<file path="src/rtl/instr_word_encoder.sv">
// Field-level instruction encoder: assembles 32-bit ARM words and writes them
// sequentially into instruction memory, searching rotations for DP immediates.
module instr_word_encoder #(
    parameter int ADDR_W = 8,
    parameter int DEPTH  = 64
) (
    input  logic              clk,
    input  logic              RESET,
    input  logic              prog_clear,
    input  logic              req_valid,
    output logic              req_ready,
    input  logic [1:0]        req_class,
    input  logic [3:0]        req_cond,
    input  logic [3:0]        req_cmd,
    input  logic              req_s,
    input  logic              req_imm,
    input  logic              req_load,
    input  logic              req_link,
    input  logic [3:0]        req_rn,
    input  logic [3:0]        req_rd,
    input  logic [3:0]        req_rm,
    input  logic [31:0]       req_value,
    output logic              im_we,
    output logic [ADDR_W-1:0] im_addr,
    output logic [31:0]       im_wdata,
    output logic              err_valid,
    output logic [1:0]        err_code,
    output logic [ADDR_W-1:0] word_count
);

    typedef enum logic [1:0] {
        S_IDLE   = 2'd0,
        S_SEARCH = 2'd1,
        S_WRITE  = 2'd2,
        S_ERROR  = 2'd3
    } state_t;

    localparam logic [1:0] CLS_DP     = 2'b00;
    localparam logic [1:0] CLS_MEM    = 2'b01;
    localparam logic [1:0] CLS_BRANCH = 2'b10;

    localparam logic [1:0] ERR_FULL   = 2'b00;
    localparam logic [1:0] ERR_IMM    = 2'b01;
    localparam logic [1:0] ERR_OFFS   = 2'b10;
    localparam logic [1:0] ERR_BRANCH = 2'b11;

    localparam logic [3:0] CMD_MOV = 4'b1101;
    localparam logic [3:0] CMD_CMP = 4'b1010;

    state_t              state_q;
    logic [3:0]          rot_q;
    logic [3:0]          cond_q;
    logic [3:0]          cmd_q;
    logic                s_q;
    logic [3:0]          rn_q;
    logic [3:0]          rd_q;
    logic [31:0]         value_q;
    logic                im_we_q;
    logic [ADDR_W-1:0]   im_addr_q;
    logic [31:0]         im_wdata_q;
    logic                err_valid_q;
    logic [1:0]          err_code_q;
    logic [ADDR_W-1:0]   count_q;

    logic [31:0]         rol_d;
    logic [31:0]         direct_word_d;
    logic [31:0]         search_word_d;
    logic                full_d;
    logic                branch_range_ok_d;

    function automatic logic [31:0] rol32(input logic [31:0] v, input logic [3:0] rot);
        logic [63:0] dbl;
        dbl = {v, v} << {rot, 1'b0};
        return dbl[63:32];
    endfunction

    function automatic logic [31:0] encode(
        input logic [1:0]  cls,
        input logic [3:0]  cond,
        input logic [3:0]  cmd,
        input logic        s,
        input logic        imm,
        input logic        load,
        input logic        link,
        input logic [3:0]  rn,
        input logic [3:0]  rd,
        input logic [3:0]  rm,
        input logic [31:0] value,
        input logic [11:0] imm12
    );
        logic [31:0] word;
        logic [11:0] op2;
        logic        s_f;
        logic [3:0]  rn_f;
        logic [3:0]  rd_f;
        op2  = imm ? imm12 : {8'h00, rm};
        s_f  = s | (cmd == CMD_CMP);
        rd_f = (cmd == CMD_CMP) ? 4'h0 : rd;
        rn_f = (cmd == CMD_MOV) ? 4'h0 : rn;
        case (cls)
            CLS_DP:     word = {cond, 2'b00, imm, cmd, s_f, rn_f, rd_f, op2};
            CLS_MEM:    word = {cond, 2'b01, 1'b0, 1'b1, 1'b1, 1'b0, 1'b0, load, rn, rd, value[11:0]};
            CLS_BRANCH: word = {cond, 3'b101, link, value[23:0]};
            default:    word = {cond, 24'h12FFF1, rm};
        endcase
        return word;
    endfunction

    assign rol_d             = rol32(value_q, rot_q);
    assign full_d            = (count_q == ADDR_W'(DEPTH));
    // Offset must sign-extend from bit 23 to fit the 24-bit branch field.
    assign branch_range_ok_d = (req_value[31:23] == 9'h000) || (req_value[31:23] == 9'h1FF);
    assign direct_word_d     = encode(req_class, req_cond, req_cmd, req_s, req_imm, req_load,
                                      req_link, req_rn, req_rd, req_rm, req_value, 12'h000);
    assign search_word_d     = encode(CLS_DP, cond_q, cmd_q, s_q, 1'b1, 1'b0, 1'b0,
                                      rn_q, rd_q, 4'h0, value_q, {rot_q, rol_d[7:0]});

    always_ff @(posedge clk or negedge RESET) begin
        if (!RESET) begin
            state_q     <= S_IDLE;
            rot_q       <= 4'h0;
            cond_q      <= 4'h0;
            cmd_q       <= 4'h0;
            s_q         <= 1'b0;
            rn_q        <= 4'h0;
            rd_q        <= 4'h0;
            value_q     <= 32'h0;
            im_we_q     <= 1'b0;
            im_addr_q   <= '0;
            im_wdata_q  <= 32'h0;
            err_valid_q <= 1'b0;
            err_code_q  <= ERR_FULL;
            count_q     <= '0;
        end else if (prog_clear) begin
            state_q     <= S_IDLE;
            im_we_q     <= 1'b0;
            err_valid_q <= 1'b0;
            im_addr_q   <= '0;
            count_q     <= '0;
        end else begin
            case (state_q)
                S_IDLE: begin
                    if (req_valid) begin
                        cond_q  <= req_cond;
                        cmd_q   <= req_cmd;
                        s_q     <= req_s;
                        rn_q    <= req_rn;
                        rd_q    <= req_rd;
                        value_q <= req_value;
                        rot_q   <= 4'h0;
                        if (full_d) begin
                            err_valid_q <= 1'b1;
                            err_code_q  <= ERR_FULL;
                            state_q     <= S_ERROR;
                        end else if (req_class == CLS_MEM && req_value > 32'd4095) begin
                            err_valid_q <= 1'b1;
                            err_code_q  <= ERR_OFFS;
                            state_q     <= S_ERROR;
                        end else if (req_class == CLS_BRANCH && !branch_range_ok_d) begin
                            err_valid_q <= 1'b1;
                            err_code_q  <= ERR_BRANCH;
                            state_q     <= S_ERROR;
                        end else if (req_class == CLS_DP && req_imm) begin
                            state_q <= S_SEARCH;
                        end else begin
                            im_wdata_q <= direct_word_d;
                            im_we_q    <= 1'b1;
                            state_q    <= S_WRITE;
                        end
                    end
                end
                S_SEARCH: begin
                    if (rol_d[31:8] == 24'h0) begin
                        im_wdata_q <= search_word_d;
                        im_we_q    <= 1'b1;
                        state_q    <= S_WRITE;
                    end else if (rot_q == 4'hF) begin
                        err_valid_q <= 1'b1;
                        err_code_q  <= ERR_IMM;
                        state_q     <= S_ERROR;
                    end else begin
                        rot_q <= rot_q + 4'h1;
                    end
                end
                S_WRITE: begin
                    im_we_q   <= 1'b0;
                    im_addr_q <= im_addr_q + ADDR_W'(4);
                    count_q   <= count_q + ADDR_W'(1);
                    state_q   <= S_IDLE;
                end
                default: begin
                    err_valid_q <= 1'b0;
                    state_q     <= S_IDLE;
                end
            endcase
        end
    end

    assign req_ready  = (state_q == S_IDLE);
    assign im_we      = im_we_q;
    assign im_addr    = im_addr_q;
    assign im_wdata   = im_wdata_q;
    assign err_valid  = err_valid_q;
    assign err_code   = err_code_q;
    assign word_count = count_q;

endmodule
</file>
<file path="config.mk">
export PLATFORM = sky130hd
export DESIGN_NAME = instr_word_encoder
export DESIGN_NICKNAME = d
export VERILOG_FILES = /design/src/rtl/instr_word_encoder.sv
export SDC_FILE = /design/constraint.sdc
export NUM_CORES = 1
export LEC_CHECK = 0
export CAP_MARGIN = 20
export CORE_ASPECT_RATIO = 1.5
export CORE_MARGIN = 10
export CORE_UTILIZATION = 59
export DETAILED_ROUTE_END_ITERATION = 6
export PLACE_DENSITY_LB_ADDON = 0.08
export REMOVE_ABC_BUFFERS = 1
export SYNTH_ARGS = -nofsm -noshare
export SYNTH_HDL_FRONTEND = slang
export SYNTH_SLANG_ARGS = --single-unit
</file>
<file path="constraint.sdc">
create_clock -name clk -period 7.4 [get_ports clk]
set_input_delay 2.22 -clock clk [delete_from_list [all_inputs] [get_ports clk]]
set_output_delay 2.22 -clock clk [all_outputs]
set_load 0.1 [all_outputs]
</file>
==> summary.md, run 1 <==
| Metric | Value |
|---|---|
| CP Capture Type | `flip-flop` |
| Tcrit/Tclk final | `76.46%` |
| Clk root buf | `clkbuf_16` |
| Final Util | `72.53%` |
| Vias in the first global route | `6,050` |
| Total Wirelength | `20,990 um` |
| Final slew viol count | `0` |
| Yosys reg bits | `105` |
| Maximum vdd drop | `0.4072 mV` |
| Layout cell share with drive strength beyond 1 | `19.44%` |
| Most common cell after layout, fill and taps aside | `clkdlybuf4s50_1` |
| Syn Inst Count | `655` |
| Layout Skew | `0.008796 ns` |
| ANT cells | `0` |
| Area delta synth->final | `20.82%` |
| Total CTS buffers | `9` |
| Final hold vios | `0` |
| Static Leak | `3.277 nW` |
| Post-synth ARST share | `100.0%` |
| Clk_lat worst skew | `0.35 ns` |
| Initial core utilization | `60.03%` |
| GRT Residual Overflow | `0` |
| CTS Sinks | `105` |
| Commonest non-fill, non-tap cells in the layout | `clkdlybuf4s50_1, dfrtp_1, mux2_2` |
| Via Count | `5,868` |
| Max Cap Viol | `0` |
| Pin count of the biggest net entering global routing | `82` |
| Cts hold-fix bufs | `0` |
| Ys Warns | `0` |
| WL/cell | `23.42 um` |
| Period minus WS final | `5.658 ns` |
| Clk buf depth | `2` |
| Number of cell rows | `48` |
| Routability congestion estimate from global placement | `0.9875` |
| Reg power frac | `30.4%` |
| Clock power frac | `16.2%` |
| All-Layer GR Usage | `25.45%` |
| Crit path launch type | `input pin` |
| Clk pin slew, worst setup/hold paths | `0.07 ns` |
| Final setup violation count | `0` |
| Number of DRC markers in iteration 0 | `541` |
| Synth Area in Adders | `1.272%` |
| Fmax | `0.1767 GHz` |
| Internal power | `1.685 mW` |
| Post-synthesis simple-gate area fraction | `12.70%` |
| Synth Flop Type | `dfrtp_1` |
| Nets | `810` |
| Syn avg cell area | `10.51 um^2` |
| CP arrival | `5.89 ns` |
| Comb pwr share | `53.4%` |
| Main combinational cell family by area after synthesis | `multiplexers` |
| First-pass GRT wire length | `33,440 um` |
| Antenna viol nets, final | `0` |
| CORE AREA | `0.01147 mm^2` |
| Port Buffers | `112` |
| Compound-gate portion of the synthesized area | `13.52%` |
| Post-DP HPWL | `15,510 um` |
| DRC Markers | `0` |
| Crit Path Class | `in2reg` |
| Die Y | `152.3 um` |
| Sequential share of the synthesized area | `38.15%` |
| Sw Ratio | `49.48%` |
| Die area | `0.01648 mm^2` |
| Mux cell area share after synthesis | `27.91%` |
| DR pass1 iterations | `5` |
| Worst hold path type | `reg2reg` |
| Synth unique cells | `64` |
| Die W | `108.2 um` |
| Slew @ Worst Pin | `1.074 ns` |
| WP data required | `7.63 ns` |
| I/O pins | `115` |
| XOR/XNOR Fraction of Synth Area | `1.272%` |
| Post-cts sizing count | `0` |
| CTS tree | `done` |
| Setup TNS | `0 ns` |
| Slew margin rel. | `28.20%` |
| Vias/cell | `6.549` |
| Sw power | `1.650 mW` |
| Crit path max fanout | `27` |
| Status | `finished clean` |
| H-tree Lvls | `3` |
| Power Density | `400.8 mW/mm^2` |
| Post-synthesis cell area | `0.006887 mm^2` |
| Initial antenna violation count | `0` |
| RSZ-0062 raised after global routing | `false` |
| Buffer count from post-CTS setup fixing | `0` |
| Post-synth EDFFs | `0` |
==> critical path, stage by stage <==
cell and delay [ns]:
clkdlybuf4s50_1 0.97, nand2b_1 0.36, o21bai_1 0.18, o211ai_1 0.20, o21ai_0 0.39, nand2_1 0.16, a21oi_4 0.60, buf_4 0.45
mux2_4 0.33
==> metal layers <==
metal | wire length (um) | track usage (%) | vias up | share of wire [%]
li1 | - | - | 2612 | -
met1 | 7827 | 29.69 | 2924 | 37
met2 | 10870 | 43.69 | 271 | 52
met3 | 1381 | 4.996 | 61 | 6.6
met4 | 909 | 10.73 | 0 | 4.3
met5 | 0 | 0 | - | 0
==> power groups by stage <==
stage / Sequential [mW] / Clock [mW] / Combinational (mW)
after floorplan: 1.67 / 0 / 0.608
after global placement: 1.00 / 0 / 1.75
after detailed placement: 1.01 / 0 / 1.78
after CTS: 1.00 / 0.546 / 1.79
after global routing: 1.04 / 0.565 / 1.86
final: 1.01 / 0.541 / 1.78
==> registers in the layout, summed over array words and instances (netlist names) <==
| name | count |
|---|---|
| im_wdata | 32 |
| value_q | 32 |
| word_count | 8 |
| im_addr | 6 |
| cmd_q | 4 |
| cond_q | 4 |
| rd_q | 4 |
| rn_q | 4 |
| rot_q | 4 |
| err_code | 2 |
| state_q | 2 |
| err_valid | 1 |
| im_we | 1 |
| s_q | 1 |
==> final timing paths <==
check | start | to | slack [ns] | cells after the start
min in group asynchronous | RESET | value_q[6]$_DFFE_PN0P_ | 1.76 | 1
max in group asynchronous | RESET | rot_q[2]$_DFFE_PN0P_ | 4.24 | 2
setup / recovery | req_class[0] | im_wdata[15]$_DFFE_PN0P_ | 1.74 | 9
setup reg to reg | rot_q[1]$_DFFE_PN0P_ | im_wdata[15]$_DFFE_PN0P_ | 2.58 | 8
hold / removal | s_q$_DFFE_PN0P_ | s_q$_DFFE_PN0P_ | 0.51 | 1
hold reg to reg | s_q$_DFFE_PN0P_ | s_q$_DFFE_PN0P_ | 0.51 | 1
==> cell type report <==
cell class                 instances  area, um^2
sequential                       105        2630
fill                             842        3151
clock buffer                      10       239.0
clock inverter                     6       97.59
tap                              150       187.7
timing repair buffer             121        1186
inverter                          18       67.56
multi-input combinational        486        3913
==> cells in the mapped netlist, types with 8 or more instances <==
cell type | count | area share, %
dfrtp_1 | 105 | 38
mux2_2 | 66 | 11
nor2_1 | 60 | 3.3
nand2_1 | 43 | 2.3
a21oi_1 | 40 | 2.9
mux2i_1 | 36 | 5.2
mux2_4 | 26 | 5.7
mux4_2 | 19 | 6.2
nor3_1 | 19 | 1.4
o21ai_0 | 19 | 1.4
inv_1 | 17 | 0.93
a221oi_1 | 16 | 2.0
clkbuf_1 | 15 | 0.82
buf_1 | 12 | 0.65
nand3_1 | 11 | 0.80
nor2b_1 | 8 | 0.73
xor2_1 | 8 | 1.0
==> cells by family (layout without fill, tap and decap cells) <==
kind of cell               count (synthesis)  count (layout)
AOI/OAI and AO/OA                        137             137
adders and majority gates                  7               7
xor gates and xnor gates                  10              10
buffers and inverters                     65             155
muxes                                    147             147
DFF                                      105             105
and+or+nand+nor                          183             183
other                                      1               2
==> per-stage QoR <==
step | total power [mW] | area [um^2] | worst slack (ns) | hold WS (ns) | cells
after floorplan | 2.275 | 6605 | 2.658 | 0.4739 | 609
after global placement | 2.753 | 7984 | 1.634 | 0.4833 | 880
after detailed placement | 2.789 | 7984 | 1.464 | 0.4939 | 880
after CTS | 3.335 | 8320 | 1.802 | 0.5103 | 896
after global routing | 3.463 | 8320 | 1.471 | 0.5259 | 896
final | 3.335 | 8320 | 1.742 | 0.5074 | 896
No activity file was read; power rests on OpenSTA's default activity.
==> run 2, diff against run 1 <==
--- a/config.mk
+++ b/config.mk
@@ -8,7 +8,7 @@
 export CAP_MARGIN = 20
 export CORE_ASPECT_RATIO = 1.5
 export CORE_MARGIN = 10
-export CORE_UTILIZATION = 59
+export CORE_UTILIZATION = 49
 export DETAILED_ROUTE_END_ITERATION = 6
 export PLACE_DENSITY_LB_ADDON = 0.08
 export REMOVE_ABC_BUFFERS = 1
==> constraint.sdc (replaced) <==
create_clock -name clk -period 4.7 [get_ports clk]
set_input_delay 1.41 -clock clk [delete_from_list [all_inputs] [get_ports clk]]
set_output_delay 1.41 -clock clk [all_outputs]
set_load 0.1 [all_outputs]
==> run 2 against run 1 <==
Count of clock-buffer cells in the layout fell by 1. Total power rose by 54%. Sequential share of layout area fell by 0.34 points.
==> summary.md, run 2 (same netlist as run 1, synthesis figures left out) <==
| Metric | Value |
|---|---|
| Port Buffers | `112 (unchanged)` |
| Slew @ Worst Pin | `1.024 ns (-0.04953 ns)` |
| WP data required | `4.94 ns (-2.69 ns)` |
| DRC Markers | `0 (unchanged)` |
| Total CTS buffers | `9 (unchanged)` |
| Layout cell share with drive strength beyond 1 | `20.32% (+0.88 points)` |
| CTS Sinks | `105 (unchanged)` |
| CP arrival | `4.14 ns (-1.75 ns)` |
| Commonest non-fill, non-tap cells in the layout | `clkdlybuf4s50_1, dfrtp_1, mux2_2` |
| Reg power frac | `30.9% (+0.5 points)` |
| Final setup violation count | `0 (unchanged)` |
| Clk pin slew, worst setup/hold paths | `0.07 ns (about the same)` |
| Worst hold path type | `reg2reg` |
| Worst path cell trace | `buf_4 > mux2i_1 > o22ai_1 > a221oi_1 > o2111ai_1 > o31a_1 > or4b_4 > a21oi_4 > buf_4 > mux2_4` |
| Period minus WS final | `3.902 ns` |
| Comb pwr share | `54.4% (+1.0 points)` |
| Number of cell rows | `53 (+10%)` |
| Dpl ws | `0.5074 ns (-0.9569 ns)` |
| Nets | `817 (+0.86%)` |
| Vias in the first global route | `5,987 (-1.0%)` |
| Slew margin rel. | `31.51% (+3.3 points)` |
| Crit Path Class | `reg2reg` |
| Maximum vdd drop | `0.5091 mV (+25%)` |
| Die Y | `165.2 um (+8.5%)` |
| WL/cell | `22.76 um (-2.8%)` |
| Max Cap Viol | `0 (unchanged)` |
| Worst path top cell family by delay | `compound AO/OA/AOI/OAI gates` |
| CTS tree | `done` |
| Static Leak | `3.301 nW (+0.75%)` |
| Most common cell after layout, fill and taps aside | `clkdlybuf4s50_1` |
| Clk_lat worst skew | `0.36 ns (about the same)` |
| I/O pins | `115 (unchanged)` |
| Final slew viol count | `0 (unchanged)` |
| Sw Ratio | `50.47% (+0.99 points)` |
| Max incr delay on CP | `0.97 ns (about the same)` |
| H-tree Lvls | `3 (unchanged)` |
| Post-DP HPWL | `15,980 um (+3.0%)` |
| CP Buf/Inv Count | `2 (unchanged)` |
| Internal power | `2.551 mW (+51%)` |
| Pin count of the biggest net entering global routing | `64 (-22%)` |
| Tcrit/Tclk final | `83.02%` |
| Slack of the critical path | `0.7982 ns (-0.9441 ns)` |
| Clk buf depth | `2 (unchanged)` |
| Final hold vios | `0 (unchanged)` |
| Post-cts sizing count | `0 (unchanged)` |
| Buffer count from post-CTS setup fixing | `0 (unchanged)` |
| Initial antenna violation count | `0 (unchanged)` |
| Crit path launch type | `flip-flop` |
| CP max-delay cell | `dfrtp_2` |
| GRT Residual Overflow | `0 (unchanged)` |
| Cell repeated most along the worst path | `buf_4` |
| Antenna viol nets, final | `0 (unchanged)` |
| Layout Skew | `0.01473 ns (+0.005932 ns)` |
| Initial core utilization | `49.45% (-11 points)` |
| Routability congestion estimate from global placement | `0.9661 (-2.2%)` |
| CORE AREA | `0.01393 mm^2 (+21%)` |
| Vias/cell | `6.205 (-5.3%)` |
| Die area | `0.01929 mm^2 (+17%)` |
| Setup TNS | `0 ns (unchanged)` |
| Status | `finished clean` |
| Area delta synth->final | `22.13%` |
| ANT cells | `0 (unchanged)` |
| CP Capture Type | `flip-flop` |
| First-pass GRT wire length | `32,870 um (-1.7%)` |
| RSZ-0062 raised after global routing | `false` |
| Clock power frac | `14.6% (-1.6 points)` |
| Crit path max fanout | `40 (+48%)` |
| Worst hold slack | `0.5140 ns (+0.006534 ns)` |
| Power Density | `612.4 mW/mm^2 (+53%)` |
| Number of DRC markers in iteration 0 | `434 (-20%)` |
| Clk root buf | `clkbuf_16` |
| Sw power | `2.600 mW (+58%)` |
| Final Util | `60.40% (-12 points)` |
| Cts hold-fix bufs | `0 (unchanged)` |
| Via Count | `5,696 (-2.9%)` |
| Fmax | `0.2563 GHz` |
| All-Layer GR Usage | `21.95% (-3.5 points)` |
| Die W | `116.8 um (+7.9%)` |
| Total Wirelength | `20,890 um (-0.45%)` |
| DR pass1 iterations | `5 (unchanged)` |
==> run 2: cell types whose count changed in the layout (fill, tap and decap cells not counted) <==
| cell | change |
|---|---|
| clkinv_8 | +1 |
| inv_8 | +1 |
| clkdlybuf4s50_1 | -1 |
| clkinvlp_4 | +3 |
| buf_12 | +5 |
| bufinv_16 | -2 |
| buf_4 | +3 |
| clkinv_4 | -2 |
| clkbuf_8 | -1 |
==> run 2: power by group through the flow <==
stage / Sequential, mW / Combinational, mW / Clock [mW]
after floorplan: 2.62 / 0.958 / 0
final: 1.59 / 2.80 / 0.753
after global placement: 1.59 / 2.78 / 0
after detailed placement: 1.59 / 2.82 / 0
after global routing: 1.63 / 2.93 / 0.805
after CTS: 1.58 / 2.82 / 0.769
==> run 2: through the flow <==
step,total power [mW],area (um^2),instances
after floorplan,3.582,6605,609
after global placement,4.371,8115,902
after detailed placement,4.407,8115,902
after CTS,5.170,8411,918
after global routing,5.373,8411,918
final,5.151,8411,918
==> run 2: final cells by class <==
type	count	area (um^2)
fill	1223	5515
multi-input combinational	486	3913
sequential	105	2630
timing repair buffer	128	1299
clock buffer	9	225.2
tap	165	206.4
clock inverter	7	70.07
inverter	18	67.56
==> run 2: per-layer routing <==
metal,global-route usage [%],part of all wire [%],vias up
met2,38.75,52,193
met3,4.338,5.4,38
met4,9.245,3.6,0
met1,25.03,39,2843
met5,0,0,-
li1,-,-,2622
==> run 2: worst paths after layout <==
path / depth (start not counted) / start / slack, ns / endpoint
max in group asynchronous: 2 / RESET / 2.92 / rd_q[2]$_DFFE_PN0P_
max: 10 / rot_q[2]$_DFFE_PN0P_ / 0.80 / im_wdata[10]$_DFFE_PN0P_
max reg2reg: 10 / rot_q[2]$_DFFE_PN0P_ / 0.80 / im_wdata[10]$_DFFE_PN0P_
min reg2reg: 1 / im_wdata[9]$_DFFE_PN0P_ / 0.51 / im_wdata[9]$_DFFE_PN0P_
min: 1 / im_wdata[9]$_DFFE_PN0P_ / 0.51 / im_wdata[9]$_DFFE_PN0P_
min in group asynchronous: 1 / RESET / 1.04 / im_addr[6]$_DFFE_PN0N_
==> run 2: worst register-to-register path: stages, from the launching register on <==
cell and delay (ns):
dfrtp_2 0.97, buf_4 0.33, mux2i_1 0.28, o22ai_1 0.12, a221oi_1 0.31, o2111ai_1 0.20
o31a_1 0.15, or4b_4 0.59, a21oi_4 0.24, buf_4 0.27, mux2_4 0.32
==> run 3, diff against run 2 <==
==> constraint.sdc (replaced) <==
create_clock -name clk -period 3.15 [get_ports clk]
set_input_delay 0.945 -clock clk [delete_from_list [all_inputs] [get_ports clk]]
set_output_delay 0.945 -clock clk [all_outputs]
set_load 0.1 [all_outputs]
==> run 3 against run 2 <==
The flow now finishes with violations (negative setup slack). Die area stayed put. Sequential power is 48% higher. Final area grew 18%. Worst setup slack worse by 0.88 ns. Non-clock buffer count grew 151. Critical path depth grew 2. Sequential share of layout area fell by 4.7 points. Maximum frequency up 21%. First-iteration DRC count increased by 5.8%. Sequential cell count is the same. Combinational power up 77%. Worst hold slack improved by 0.0014 ns. Largest cell class unchanged. Largest power group unchanged.
==> summary.md, run 3 (same netlist as run 1, synthesis figures left out) <==
| Metric | Value |
|---|---|
| First-pass GRT wire length | `39,620 um (+21%)` |
| Vias/cell | `6.154 (-0.81%)` |
| Vias in the first global route | `7,055 (+18%)` |
| Number of cell rows | `53 (unchanged)` |
| Crit path launch type | `flip-flop` |
| Total CTS buffers | `9 (unchanged)` |
| Slew @ Worst Pin | `0.5817 ns (-0.4424 ns)` |
| Power, Total | `8.520 mW (+65%)` |
| Crit path max fanout | `8 (-80%)` |
| Antenna viol nets, final | `0 (unchanged)` |
| CTS Sinks | `105 (unchanged)` |
| WL/cell | `23.84 um (+4.8%)` |
| Maximum vdd drop | `0.8989 mV (+77%)` |
| Number of DRC markers in iteration 0 | `459 (+5.8%)` |
| All-Layer GR Usage | `26.77% (+4.8 points)` |
| Fmax | `0.3092 GHz (+21%)` |
| Layout Cells excl Fill | `1,069 (+16%)` |
| Nets | `968 (+18%)` |
| Layout cell share with drive strength beyond 1 | `43.14% (+23 points)` |
| Most common cell after layout, fill and taps aside | `buf_4` |
| Post-route cell area | `0.009910 mm^2 (+18%)` |
| Clk_lat worst skew | `0.37 ns (about the same)` |
| Commonest non-fill, non-tap cells in the layout | `buf_4, dfrtp_1, mux2_2` |
| Area delta synth->final | `43.90%` |
| Final Util | `71.16% (+11 points)` |
| Placed Cells | `1,014 (+12%)` |
| Pin count of the biggest net entering global routing | `51 (-20%)` |
| Via Count | `6,579 (+16%)` |
| GRT Residual Overflow | `0 (unchanged)` |
| DRC Markers | `0 (unchanged)` |
| I/O pins | `115 (unchanged)` |
| Static Leak | `4.246 nW (+29%)` |
| Layout Skew | `0.02089 ns (+0.006156 ns)` |
| Period minus WS final | `3.235 ns (-0.6673 ns)` |
| Slew margin rel. | `61.22% (+30 points)` |
| WP data required | `3.39 ns (-1.55 ns)` |
| R2r setup slk | `-0.08 ns (-0.88 ns)` |
| Crit Path Class | `reg2reg` |
| Cell Area, Placed | `0.008881 mm^2 (+9.4%)` |
| H-tree Lvls | `3 (unchanged)` |
| DR pass1 iterations | `7 (+2)` |
| ANT cells | `0 (unchanged)` |
| Max Cap Viol | `0 (unchanged)` |
| Final setup violation count | `29 (+29)` |
| Dpl ws | `-0.4947 ns (-1.002 ns)` |
| Post-DP HPWL | `19,120 um (+20%)` |
| Clk pin slew, worst setup/hold paths | `0.08 ns (about the same)` |
| CP arrival | `3.47 ns (-0.67 ns)` |
| Slack of the critical path | `-0.08452 ns (-0.8827 ns)` |
| CORE AREA | `0.01393 mm^2 (unchanged)` |
| Final hold vios | `0 (unchanged)` |
| CTS tree | `done` |
| Power Density | `859.7 mW/mm^2 (+40%)` |
| Clk root buf | `clkbuf_16` |
| Clk buf depth | `2 (unchanged)` |
| Port Buffers | `112 (unchanged)` |
| RSZ-0062 raised after global routing | `true` |
| Die area | `0.01929 mm^2 (unchanged)` |
| Die W | `116.8 um (unchanged)` |
| Tcrit/Tclk final | `102.7% (+20 points)` |
| Status | `finished with violations` |
| Initial antenna violation count | `0 (unchanged)` |
| Initial core utilization | `49.45% (unchanged)` |
| Final slew viol count | `0 (unchanged)` |
| Routability congestion estimate from global placement | `0.9938 (+2.9%)` |
| Failing checks | `negative setup slack` |
| Worst hold path type | `reg2reg` |
| Die Y | `165.2 um (unchanged)` |
| CP Capture Type | `flip-flop` |
| Total Wirelength | `25,490 um (+22%)` |
run 3: cell count changes in the layout (fill, tap and decap cells not counted), sizes merged:
cell / delta
buf: +199
bufbuf: +1
clkbuf: +1
clkdlybuf4s50: -50
clkinv: +1
clkinvlp: -2
inv: +1
run 3: worst paths after layout:
check                                           from                       to  depth (start not counted)
worst max-delay path            rot_q[2]$_DFFE_PN0P_  im_wdata[4]$_DFFE_PN0P_                         12
worst min-delay path             rd_q[2]$_DFFE_PN0P_      rd_q[2]$_DFFE_PN0P_                          1
worst max register to register  rot_q[2]$_DFFE_PN0P_  im_wdata[4]$_DFFE_PN0P_                         12
worst min register to register   rd_q[2]$_DFFE_PN0P_      rd_q[2]$_DFFE_PN0P_                          1
max in group asynchronous                      RESET   value_q[7]$_DFFE_PN0P_                          2
min in group asynchronous                      RESET   im_addr[6]$_DFFE_PN0N_                          1
run 3: final cells by class:
type                    instances  area, um^2
well taps                     165       206.4
clock buffers                   9       225.2
multi-input cells             486        4160
inverters                      18       67.56
repair buffers                279        2529
fillers                      1018        4016
clock inverters                 7       87.58
flip-flops and latches        105        2634
run 3: power breakdown:
part	internal [mW]	switching, mW
Sequential	1.81	0.546
Clock	0.576	0.618
Combinational	1.87	3.10
run 3: worst max-delay path, stage by stage (launching register included):
cell      delay [ns]
dfrtp_4         0.57
buf_12          0.17
mux2i_2         0.24
buf_4           0.16
a22oi_1         0.09
o221ai_2        0.09
nand3_1         0.10
o31a_1          0.31
or4b_4          0.58
a21oi_4         0.20
buf_6           0.15
buf_12          0.13
mux2_4          0.30
run 3: what timing repair did:
item                       CTS  global route
setup endpoints to repair   32            32
buffers inserted            31             7
hold buffers                 0             0
pin swaps                   20             3
resized for setup           62            18
hold endpoints to repair     0             0
cloned                       4             1
run 3: metal layers:
metal,global-route usage (%),vias to the layer above,share of wire [%]
li1,-,2936,-
met4,13.36,0,5.2
met1,29.75,3278,37
met2,48.19,288,53
met3,3.905,77,5.0
met5,0,-,0
run 3: per-stage QoR:
stage	hold WS [ns]	TNS, ns
2_1_floorplan	0.4739	-55.54
3_3_place_gp	0.4817	-12.32
3_5_place_dp	0.4960	-14.51
4_1_cts	0.5137	-0.5152
5_1_grt	0.5232	-4.814
6_report	0.5154	-1.859
